File: src/rtl/imm_extend_stage_pkg.sv
// Shared definitions for the immediate-extension pipeline stage:
// extension mode encodings and skid-FIFO geometry.
package imm_extend_stage_pkg;

  localparam int unsigned MODE_W     = 3;
  localparam int unsigned FIFO_DEPTH = 2;

  typedef enum logic [MODE_W-1:0] {
    MODE_SEXT   = 3'd0,
    MODE_ZEXT   = 3'd1,
    MODE_UPPER  = 3'd2,
    MODE_BRANCH = 3'd3
  } imm_mode_e;

endpackage

File: src/rtl/imm_extend_stage_core.sv
// Combinational immediate extension: sign/zero extend, upper placement and
// branch-offset scaling; illegal modes fall back to sign extension with err.
module imm_ext_core
  import imm_extend_stage_pkg::*;
#(
  parameter int unsigned IN_W  = 16,
  parameter int unsigned OUT_W = 32
) (
  input  logic [IN_W-1:0]   imm,
  input  logic [MODE_W-1:0] mode,
  output logic [OUT_W-1:0]  ext,
  output logic              err
);

  localparam int unsigned PAD_W = OUT_W - IN_W;

  logic [OUT_W-1:0] sext;
  logic [OUT_W-1:0] zext;
  logic [OUT_W-1:0] upper;
  logic [OUT_W-1:0] branch;

  assign sext   = {{PAD_W{imm[IN_W-1]}}, imm};
  assign zext   = {{PAD_W{1'b0}}, imm};
  assign upper  = {imm, {PAD_W{1'b0}}};
  assign branch = {sext[OUT_W-3:0], 2'b00};

  always_comb begin
    ext = sext;
    err = 1'b0;
    case (mode)
      MODE_SEXT:   ext = sext;
      MODE_ZEXT:   ext = zext;
      MODE_UPPER:  ext = upper;
      MODE_BRANCH: ext = branch;
      default:     err = 1'b1;
    endcase
  end

endmodule

File: src/rtl/imm_extend_stage.sv
// Immediate-extension pipeline stage: extends at the input and buffers the
// result, tag and error flag in a 2-entry skid FIFO with registered outputs.
module imm_extend_stage
  import imm_extend_stage_pkg::*;
#(
  parameter int unsigned IN_W  = 16,
  parameter int unsigned OUT_W = 32,
  parameter int unsigned TAG_W = 5
) (
  input  logic              clk,
  input  logic              rst_n,
  input  logic              in_valid,
  output logic              in_ready,
  input  logic [IN_W-1:0]   in_imm,
  input  logic [MODE_W-1:0] in_mode,
  input  logic [TAG_W-1:0]  in_tag,
  input  logic              flush,
  output logic              out_valid,
  input  logic              out_ready,
  output logic [OUT_W-1:0]  out_imm,
  output logic [TAG_W-1:0]  out_tag,
  output logic              out_err
);

  if (OUT_W < IN_W + 2) begin : g_width_check
    $error("imm_extend_stage: OUT_W must be at least IN_W+2");
  end

  typedef struct packed {
    logic [OUT_W-1:0] imm;
    logic [TAG_W-1:0] tag;
    logic             err;
  } entry_t;

  entry_t     mem [FIFO_DEPTH];
  logic       wr_ptr;
  logic       rd_ptr;
  logic [1:0] count;

  entry_t           in_entry;
  logic [OUT_W-1:0] ext_imm;
  logic             ext_err;

  logic       accept;
  logic       deliver;
  logic       wr_ptr_next;
  logic       rd_ptr_next;
  logic [1:0] count_next;
  entry_t     head_next;

  imm_ext_core #(
    .IN_W (IN_W),
    .OUT_W(OUT_W)
  ) u_core (
    .imm (in_imm),
    .mode(in_mode),
    .ext (ext_imm),
    .err (ext_err)
  );

  assign in_entry = '{imm: ext_imm, tag: in_tag, err: ext_err};

  // The output registers are preloaded with the entry that becomes the head
  // after this edge; it bypasses from the input when that slot is being written.
  always_comb begin
    accept      = in_valid && in_ready && !flush;
    deliver     = out_valid && out_ready && !flush;
    wr_ptr_next = wr_ptr ^ accept;
    rd_ptr_next = rd_ptr ^ deliver;
    count_next  = count + {1'b0, accept} - {1'b0, deliver};
    head_next   = mem[rd_ptr_next];
    if (accept && (rd_ptr_next == wr_ptr)) begin
      head_next = in_entry;
    end
  end

  always_ff @(posedge clk or negedge rst_n) begin
    if (!rst_n) begin
      for (int unsigned i = 0; i < FIFO_DEPTH; i++) begin
        mem[i] <= '0;
      end
      wr_ptr    <= 1'b0;
      rd_ptr    <= 1'b0;
      count     <= '0;
      out_valid <= 1'b0;
      in_ready  <= 1'b0;
      out_imm   <= '0;
      out_tag   <= '0;
      out_err   <= 1'b0;
    end else if (flush) begin
      wr_ptr    <= 1'b0;
      rd_ptr    <= 1'b0;
      count     <= '0;
      out_valid <= 1'b0;
      in_ready  <= 1'b1;
    end else begin
      if (accept) begin
        mem[wr_ptr] <= in_entry;
      end
      wr_ptr    <= wr_ptr_next;
      rd_ptr    <= rd_ptr_next;
      count     <= count_next;
      out_valid <= (count_next != '0);
      in_ready  <= (count_next != 2'd2);
      if (count_next != '0) begin
        out_imm <= head_next.imm;
        out_tag <= head_next.tag;
        out_err <= head_next.err;
      end
    end
  end

endmodule

File: config.mk
export PLATFORM = sky130hd
export DESIGN_NAME = imm_extend_stage
export DESIGN_NICKNAME = d
export VERILOG_FILES = /design/src/rtl/imm_extend_stage_pkg.sv /design/src/rtl/imm_extend_stage_core.sv /design/src/rtl/imm_extend_stage.sv
export SDC_FILE = /design/constraint.sdc
export NUM_CORES = 1
export LEC_CHECK = 0
export ABC_AREA = 1
export CORE_ASPECT_RATIO = 0.75
export CORE_UTILIZATION = 40
export CTS_CLUSTER_SIZE = 40
export DETAILED_ROUTE_END_ITERATION = 12
export DONT_BUFFER_PORTS = 1
export PLACE_DENSITY = 0.55
export SLEW_MARGIN = 5
export SYNTH_ARGS = -nofsm -noshare
export SYNTH_HDL_FRONTEND = slang
export SYNTH_SLANG_ARGS = --single-unit
export TNS_END_PERCENT = 5
File: constraint.sdc
create_clock -name clk -period 2.1 [get_ports clk]
set_clock_uncertainty 0.2 [all_clocks]
set_input_delay 0.21 -clock clk [delete_from_list [all_inputs] [get_ports clk]]
set_output_delay 0.21 -clock clk [all_outputs]
set_load 0.05 [all_outputs]
==> out/summary.txt <==
top cell type by total area after synthesis = dfrtp_1
Net Switching = 4.19 mW
R2R depth = 11
Slew HR = 0.382
first-pass GRT wire length = 27700 µm
CTS sink count = 120
antenna violations before repair = 1
compound-gate portion of the synthesized area = 0.0837
Simple-Gate Fraction of Synth Area = 0.320
Std-Cell Rows = 38
Max IR drop VDD = 0.831 mV
final antenna-violating net count = 0
post-synthesis mux area share = 0
core area = 0.0147 mm²
width of the die = 145 µm
DR pass1 iterations = 5
nets@finish = 868
non-filler cells, final = 1050
Hold Fails Final Rpt = 120
hold bufs inserted after CTS = 31
TritonCTS buffer count = 17
DRC violations left = 0
hpwl dp = 10400 µm
max-cap check violation count = 0
via-per-instance ratio = 5.25
Synth Instances = 822
pin count of the biggest net entering global routing = 121
final-report max-slew violation count = 0
placed cells = 984
mapped cell area = 0.00615 mm²
layout cells sized above 1 = 0.0872
adder-cell area share of the yosys netlist = 0.00407
largest family of logic cells by synthesized area = simple AND/OR/NAND/NOR gates
Critical Path Start Type = flop
HP Class = primary input to asynchronous set/reset pin
Placement Cell Area = 0.00638 mm²
drt total wl = 18000 µm
maximum buffer depth of the clock tree = 2
clock power share = 0.290
die area = 0.0159 mm²
Area contributors post-synth = dfrtp_1 49%, nand2_1 19%, o21ai_0 7.6%, nand4_1 7.0%, inv_1 5.1%
die height = 109 µm
CP Max Fanout = 10
Max Clk Rate = 487 MHz
Clk Latency, worst-skew pair = 0.42 ns
combinational cell fraction of total power = 0.238
CP Class = flop to flop
CP cell instances = nand2_1 -> nor2_2 -> ha_4 -> inv_2 -> ha_4 -> inv_2 -> o21ai_4 -> inv_4 -> clkbuf_16 -> nand2_1 -> nand2_1
PwrDens = 1370 mW/mm²
Netlist cell types = 24
Tot Pwr = 10.1 mW
failing checks = negative hold slack
Hold WS = -0.711 ns
CTS Root Cell = clkbuf_16
Internal Power = 5.92 mW
sw frac = 0.414
leakage power = 3.83 nW
crit path DAT = 2.16 ns
IO Pins = 69
Seq cells post-synth = 120
Post-Synth XOR/XNOR Area = 0.00285
top cell type's share of synthesized area = 0.489
initial core utilization = 0.417
Yosys Warn Count = 0
clock transition at the registers of the reported paths = 0.05 ns
routed via count = 5514
sequential power share = 0.472
wire length per cell = 17.2 µm
post-route cell area = 0.00737 mm²
PortBufs = 0
Total Routing Usage GR = 0.228
DR iter-0 viols = 540
Net Count, Synth = 853
CTS tree = done
Worst path slowest cell = dfrtp_2
H-tree depth = 4
slowest cell delay on critical path = 0.40 ns
# Post-CTS Setup Buffers = 0
Worst-Margin Slew = 0.923 ns
gpl congestion = 0.836
cell mode on critical path = nand2_1
final setup vio count = 0
Layout area overhead = 19.8%
Seq/Total Area, Yosys = 0.489
unrepaired setup endpoints after global routing = true
gr ovfl total = 0
Req. time, crit path = 2.21 ns
status = finished with violations
Synth Area per Inst = 7.48 µm²
period utilization = 0.978
number of global-route vias before repair = 4994
type of destination of the critical path = flop
Tmin final = 2.05 ns
-- registers in the layout, summed over array words and instances (netlist names) --
register,flops
out_valid,1
out_imm,32
out_err,1
count,2
mem,76
rd_ptr,1
out_tag,5
wr_ptr,1
in_ready,1
-- per-stage QoR --
| step | hold WS [ns] | TNS [ns] | util | setup slack [ns] |
|---|---|---|---|---|
| 2_1_floorplan | -0.286 | -1.43 | - | -0.0601 |
| 3_3_place_gp | -0.281 | 0 | 0.433 | 0.0312 |
| 3_5_place_dp | -0.282 | 0 | 0.433 | 0.000639 |
| 4_1_cts | -0.726 | 0 | 0.495 | 0.0243 |
| 5_1_grt | -0.742 | -1.01 | 0.500 | -0.0496 |
| 6_report | -0.711 | 0 | 0.500 | 0.0461 |
-- logic make-up after synthesis --
kind of cell	count (synthesis)
AOI/OAI and AO/OA	102
buffers and inverters	145
adders and majority gates	2
DFF	120
xor gates and xnor gates	2
and+or+nand+nor	451
-- worst paths after layout --
kind / startpoint / to / slack [ns]
setup / recovery: out_valid$_DFF_PN0_ / out_imm[14]$_DFFE_PN0P_ / 0.05
hold / removal: rst_n / out_imm[25]$_DFFE_PN0P_ / -0.71
setup reg to reg: out_valid$_DFF_PN0_ / out_imm[14]$_DFFE_PN0P_ / 0.05
hold reg to reg: mem[9]$_DFFE_PN0P_ / mem[9]$_DFFE_PN0P_ / 0.28
max in group asynchronous: rst_n / out_valid$_DFF_PN0_ / 2.28
min in group clk: in_mode[1] / mem[25]$_DFFE_PN0P_ / 0.01
-- routing by layer --
layer | GRT usage | wire length (µm)
met5 | 0 | 0
met3 | 0.0705 | 1450
met2 | 0.342 | 7920
met1 | 0.313 | 8500
met4 | 0.0767 | 170
-- cell usage after synthesis --
library cell and n:
nand2_1 314, dfrtp_1 120, o21ai_0 93, inv_1 83, nand4_1 69, nand3_1 40, buf_2 26, clkbuf_1 23
nor2_1 19, o21ai_1 8, buf_4 4, buf_6 4, nand3_2 4, buf_1 2, ha_1 2, inv_2 2
nand2_2 2, clkinv_1 1, nand2_4 1, nand4_2 1, nor2_2 1, o21ai_2 1, xnor2_1 1, xor2_1 1
-- final cells by class --
type                       instances  area [µm²]
fill                            1432        7370
sequential                       120        3010
multi-input combinational        557        2570
timing repair buffer              55         621
clock buffer                      24         502
inverter                          86         325
tap                              200         250
clock inverter                     7        91.3
antenna                            1        2.50
-- power by group through the flow --
stage	combinational [mW]	clock (mW)	sequential, mW
final	2.41	2.93	4.77
after global placement	2.11	0	4.79
after floorplan	1.69	0	4.70
after global routing	2.74	3.10	4.87
after CTS	2.28	2.98	4.78
after detailed placement	2.17	0	4.81
-- layout by cell type, fill, tap and decap left out, drive strengths merged, types with 2 or more instances in the layout --
cell type	synthesis	final
bufinv	0	2
inv	85	84
dlygate4sd3	0	31
ha	2	2
nand4	70	70
dfrtp	120	120
clkbuf	23	26
nand2	317	317
nor2	20	20
o21ai	102	102
clkinv	1	6
nand3	44	44
buf	36	22
-- repair_timing --
item,in CTS,in global routing
cloned,0,3
endpoints found under the setup margin,2,38
endpoints found under the hold margin,210,120
pin swaps,0,2
resized for setup,2,2
-- critical path, delay by kind of cell (launching register included) --
family          cells  cell delay (ns)
buf+inv             4             0.38
compound gates      1             0.21
simple gates        4             0.25
fa+ha+maj           2             0.50
flops               1             0.40
(Power assumes the default switching activity.)
==> edit 1, RTL diff (config.mk and constraints unchanged) <==
Put one more register stage on the output `out_err`, with the module's reset. The value now appears one clock later. The other outputs are not delayed to match.
--- a/src/rtl/imm_extend_stage.sv
+++ b/src/rtl/imm_extend_stage.sv
@@ -21,6 +21,8 @@
   output logic [TAG_W-1:0]  out_tag,
   output logic              out_err
 );
+
+  logic out_err_s0;
 
   if (OUT_W < IN_W + 2) begin : g_width_check
     $error("imm_extend_stage: OUT_W must be at least IN_W+2");
@@ -86,7 +88,7 @@
       in_ready  <= 1'b0;
       out_imm   <= '0;
       out_tag   <= '0;
-      out_err   <= 1'b0;
+      out_err_s0 <= 1'b0;
     end else if (flush) begin
       wr_ptr    <= 1'b0;
       rd_ptr    <= 1'b0;
@@ -105,8 +107,16 @@
       if (count_next != '0) begin
         out_imm <= head_next.imm;
         out_tag <= head_next.tag;
-        out_err <= head_next.err;
+        out_err_s0 <= head_next.err;
       end
+    end
+  end
+
+  always_ff @(posedge clk or negedge rst_n) begin
+    if (!rst_n) begin
+      out_err <= '0;
+    end else begin
+      out_err <= out_err_s0;
     end
   end
 
Behaviour: not the same (Yosys sat finds a counterexample within 4 cycles, from zero or initial values and one cycle with rst_n low).
==> edit 1 against the unedited design <==
The run still ends with negative hold slack left. Setup slack gained 0.035 ns. Area after synthesis grew 0.41%. Synthesized cell count grew 0.12%. Sequential share of layout area grew 0.27 points. Via count shrank 0.71%. Final area grew 0.17%. Power shrank 0.91%. Sequential power grew 0.8%. Sequential cell count grew 1. Routed wire length shrank 5.1%. Count of clock-buffer cells in the layout shrank 2. Maximum frequency grew 1.8%. Critical endpoint is now out_imm[6]$_DFFE_PN0P_. Largest power group unchanged. Highest routed layer unchanged.
==> edit 1: results (changes against the unedited design) <==
Outcome -> finished with violations
Failing checks -> negative hold slack
Gr usage total -> 23.1% (+0.32 points)
Routed len/inst -> 16.2 um (-5.4%)
Dpl cell area -> 6370 sq um (-0.20%)
Slowest stage delay, CP -> 0.38 ns (-0.02 ns)
Sequential-to-total area share from yosys stat -> 49.1% (+0.21 points)
Cts hold-fix bufs -> 38 (+23%)
Ranking of synthesized cells by area -> dfrtp_1 49%, nand2_1 19%, o21ai_0 7.5%
Vias in the first global route -> 5359 (+7.3%)
Hold Vio Cnt, Final -> 121 (+0.83%)
CP Max Fanout -> 19 (+9)
Max VDD drop -> 0.756 mV (-9.0%)
P_leak -> 3.83 nW (about the same)
Post-layout nets -> 873 (+0.58%)
Overall power -> 10.0 mW (-0.91%)
Mean post-synth cell area -> 7.50 sq um (+0.29%)
Clock Path Buffers -> 2 (unchanged)
Number of gates resized after cts -> 1 (-1)
Synth cell count leaders -> 314 x nand2_1, 121 x dfrtp_1, 93 x o21ai_0
Layout cells sized above 1 -> 8.31% (-0.40 points)
Top cell family by delay on the critical path -> adder cells
# diodes -> 0 (-1)
Post-synthesis compound-gate area fraction -> 8.33% (-0.034 points)
Synth Area in Adders -> 0.406% (-0.0017 points)
Vias per inst -> 5.19 (-1.1%)
Clk. pwr -> 2.92 mW (about the same)
Seq group -> 4.81 mW (+0.8%)
Fin Hold WS -> -0.711 ns (-0.000353 ns)
## edit 1: final timing paths
kind,start,to,slack (ns),cells after the start
setup / recovery,in_ready$_DFF_PN0_,out_imm[6]$_DFFE_PN0P_,0.08,10
max in group asynchronous,rst_n,in_ready$_DFF_PN0_,2.24,0
setup reg to reg,in_ready$_DFF_PN0_,out_imm[6]$_DFFE_PN0P_,0.08,10
hold / removal,rst_n,mem[31]$_DFFE_PN0P_,-0.71,0
hold reg to reg,out_err_s0$_DFFE_PN0P_,out_err$_DFF_PN0_,0.18,0
min in group clk,in_mode[1],mem[71]$_DFFE_PN0P_,0.01,4
## edit 1: cell type report
cell class / count / area, sq um
multi-input cells: 557 / 2570
clock buffers: 22 / 464
well taps: 200 / 250
clock inverters: 9 / 123
inverters: 86 / 323
flip-flops and latches: 121 / 3030
fillers: 1425 / 7360
repair buffers: 59 / 617
## edit 1: metal layers
metal	GRT usage [%]	share of wire (%)
met1	30.4	46
met2	35.9	44
met3	8.34	8.9
met4	6.92	0.84
met5	0	0
==> edit 2, RTL diff (config.mk and constraints unchanged) <==
Without the edit above. `IN_W` is set to 16 in 2 places; all go to 24.
--- a/src/rtl/imm_extend_stage_core.sv
+++ b/src/rtl/imm_extend_stage_core.sv
@@ -3,7 +3,7 @@
 module imm_ext_core
   import imm_extend_stage_pkg::*;
 #(
-  parameter int unsigned IN_W  = 16,
+  parameter int unsigned IN_W  = 24,
   parameter int unsigned OUT_W = 32
 ) (
   input  logic [IN_W-1:0]   imm,
--- a/src/rtl/imm_extend_stage.sv
+++ b/src/rtl/imm_extend_stage.sv
@@ -3,7 +3,7 @@
 module imm_extend_stage
   import imm_extend_stage_pkg::*;
 #(
-  parameter int unsigned IN_W  = 16,
+  parameter int unsigned IN_W  = 24,
   parameter int unsigned OUT_W = 32,
   parameter int unsigned TAG_W = 5
 ) (
Ports: changed (resized in_imm); port bits go from 69 to 77. No check against the original RTL was run, so the function may have changed too.
==> edit 2 against the unedited design <==
The flow still finishes with violations (negative hold slack). Global-route usage rose by 0.89 points. Via count rose by 0.56%. Final area rose by 1.7%. Final cell count up 2.6%. Sequential power hardly changed. Setup slack improved by 0.031 ns. Synthesized cell count up 1.2%. Power shrank 1.6%. Routed wire length is 4.3% lower. Area after synthesis increased by 0.51%. Sequential cell count did not move. Critical endpoint unchanged. Highest routed layer unchanged.
==> edit 2: results (changes against the unedited design) <==
Outcome -> finished with violations
Failing checks -> negative hold slack
Synth async-reset ratio -> 100% (unchanged)
Initial antenna violation count -> 2 (+1)
Layout cells sized above 1 -> 8.91% (+0.20 points)
Crit path DAT -> 2.12 ns (-0.04 ns)
Worst R2R Setup Slack -> 0.08 ns (+0.03 ns)
Clock root buffer -> clkbuf_16
P_leak -> 3.93 nW (+2.4%)
Largest regs -> mem x76, out_imm x32, out_tag x5
Largest net degree at the start of global routing -> 121 (unchanged)
CP Max Fanout -> 20 (+10)
Post-layout nets -> 903 (+4.0%)
Detailed Routing Iterations Pass 1 -> 5 (unchanged)
Clock transition at the registers of the reported paths -> 0.05 ns (about the same)
Slowest stage delay, CP -> 0.40 ns (about the same)
Routed len/inst -> 16.0 um (-6.7%)
Psw -> 4.04 mW (-3.5%)
Initial DRC Count -> 399 (-26%)
Post CTS Setup Buffer Count -> 0 (unchanged)
First-pass GRT wire length -> 28700 um (+3.7%)
H-tree depth -> 4 (unchanged)
Vias in the first global route -> 5360 (+7.3%)
YS warnings -> 0 (unchanged)
Cts hold-fix bufs -> 43 (+39%)
Port bufs -> 0 (unchanged)
Clk_lat worst skew -> 0.42 ns (about the same)
Count of different cell masters after synthesis -> 21 (-13%)
Hold Path Class -> in -> async
Num CTS Buffers -> 17 (unchanged)
Sequential-to-total area share from yosys stat -> 48.6% (-0.25 points)
Fin Hold WS -> -0.712 ns (-0.00123 ns)
Max VDD drop -> 0.591 mV (-29%)
FILL cells -> 1448 (+1.1%)
Hold Vio Cnt, Final -> 120 (unchanged)
Synth cell count leaders -> 281 x nand2_1, 120 x dfrtp_1, 104 x nand3_1
Clock Path Buffers -> 2 (unchanged)
Top cell family by delay on the critical path -> adder cells
Actual slew at the worst max-slew pin -> 0.714 ns (-0.209 ns)
Gr usage total -> 23.7% (+0.89 points)
Placer Congestion -> 0.827 (-0.98%)
CP max stage cell -> dfrtp_2
HPWL Detailed -> 10500 um (+0.88%)
Ranking of synthesized cells by area -> dfrtp_1 49%, nand2_1 17%, nand3_1 8.4%
Routed vias -> 5545 (+0.56%)
Syn nets -> 873 (+2.3%)
-- edit 2: cell types whose count changed after synthesis, sizes merged --
cell    delta
nand3     +62
nand4     -51
nand2     -33
nor2      +25
o21ai     +13
buf        -8
clkbuf     +4
inv        -3
ha         +2
clkinv     -1
o31ai      +1
xor2       -1
-- edit 2: final cells by class --
class                   count  share of cell area, %
flip-flops and latches    120                   40.1
multi-input cells         575                   34.7
repair buffers             66                   9.67
clock buffers              25                   6.75
inverters                  82                   4.17
well taps                 200                   3.34
clock inverters             7                   1.20
diodes                      2                 0.0668
-- edit 2: logic make-up after synthesis --
group	share of synthesized area [%]
buffers and inverters	10.1
xor gates and xnor gates	0.142
and+or+nand+nor	30.9
adders and majority gates	0.810
AOI/OAI and AO/OA	9.44
DFF	48.6
-- edit 2: worst paths after layout --
check                      depth (start not counted)                       to           startpoint
max                                               13  out_imm[14]$_DFFE_PN0P_  out_valid$_DFF_PN0_
min                                                0       mem[3]$_DFFE_PN0P_                rst_n
max reg2reg                                       13  out_imm[14]$_DFFE_PN0P_  out_valid$_DFF_PN0_
min reg2reg                                        2      mem[28]$_DFFE_PN0P_  mem[28]$_DFFE_PN0P_
max in group asynchronous                          0      mem[25]$_DFFE_PN0P_                rst_n
min in group clk                                   6  out_imm[12]$_DFFE_PN0P_           in_imm[10]
-- edit 2: per-stage QoR --
stage / total power, mW / cells / setup TNS, ns / area (sq um) / setup WS (ns)
floorplan: 6.33 / 832 / -2.35 / 6210 / -0.0892
global placement: 6.84 / 1000 / -0.159 / 6410 / -0.0115
detailed placement: 6.93 / 1000 / -0.454 / 6410 / -0.0256
CTS: 10.0 / 1075 / 0 / 7440 / 0.00216
global route: 10.6 / 1077 / -0.174 / 7490 / -0.0225
finish: 9.95 / 1077 / 0 / 7490 / 0.0770
-- edit 2: power groups by stage --
stage,Clock (mW),Sequential [mW],Combinational [mW]
after floorplan,0,4.71,1.62
after global placement,0,4.81,2.03
after detailed placement,0,4.83,2.10
after CTS,2.98,4.79,2.23
after global routing,3.09,4.90,2.61
final,2.92,4.78,2.25
-- edit 2: what timing repair did --
action | 4_1_cts | 5_1_grt
gates resized for setup | 2 | 14
endpoints found under the setup margin | 38 | 51
pin swaps | 0 | 2
cloned | 0 | 0
hold endpoints to repair | 220 | 120
-- edit 2: routing by layer --
layer / GRT usage (%) / part of all wire [%] / vias up
met5: 0 / 0 / -
met4: 8.42 / 1.1 / 0
met3: 8.01 / 9.1 / 16
met2: 35.1 / 43 / 189
met1: 32.3 / 47 / 2627
li1: - / - / 2713
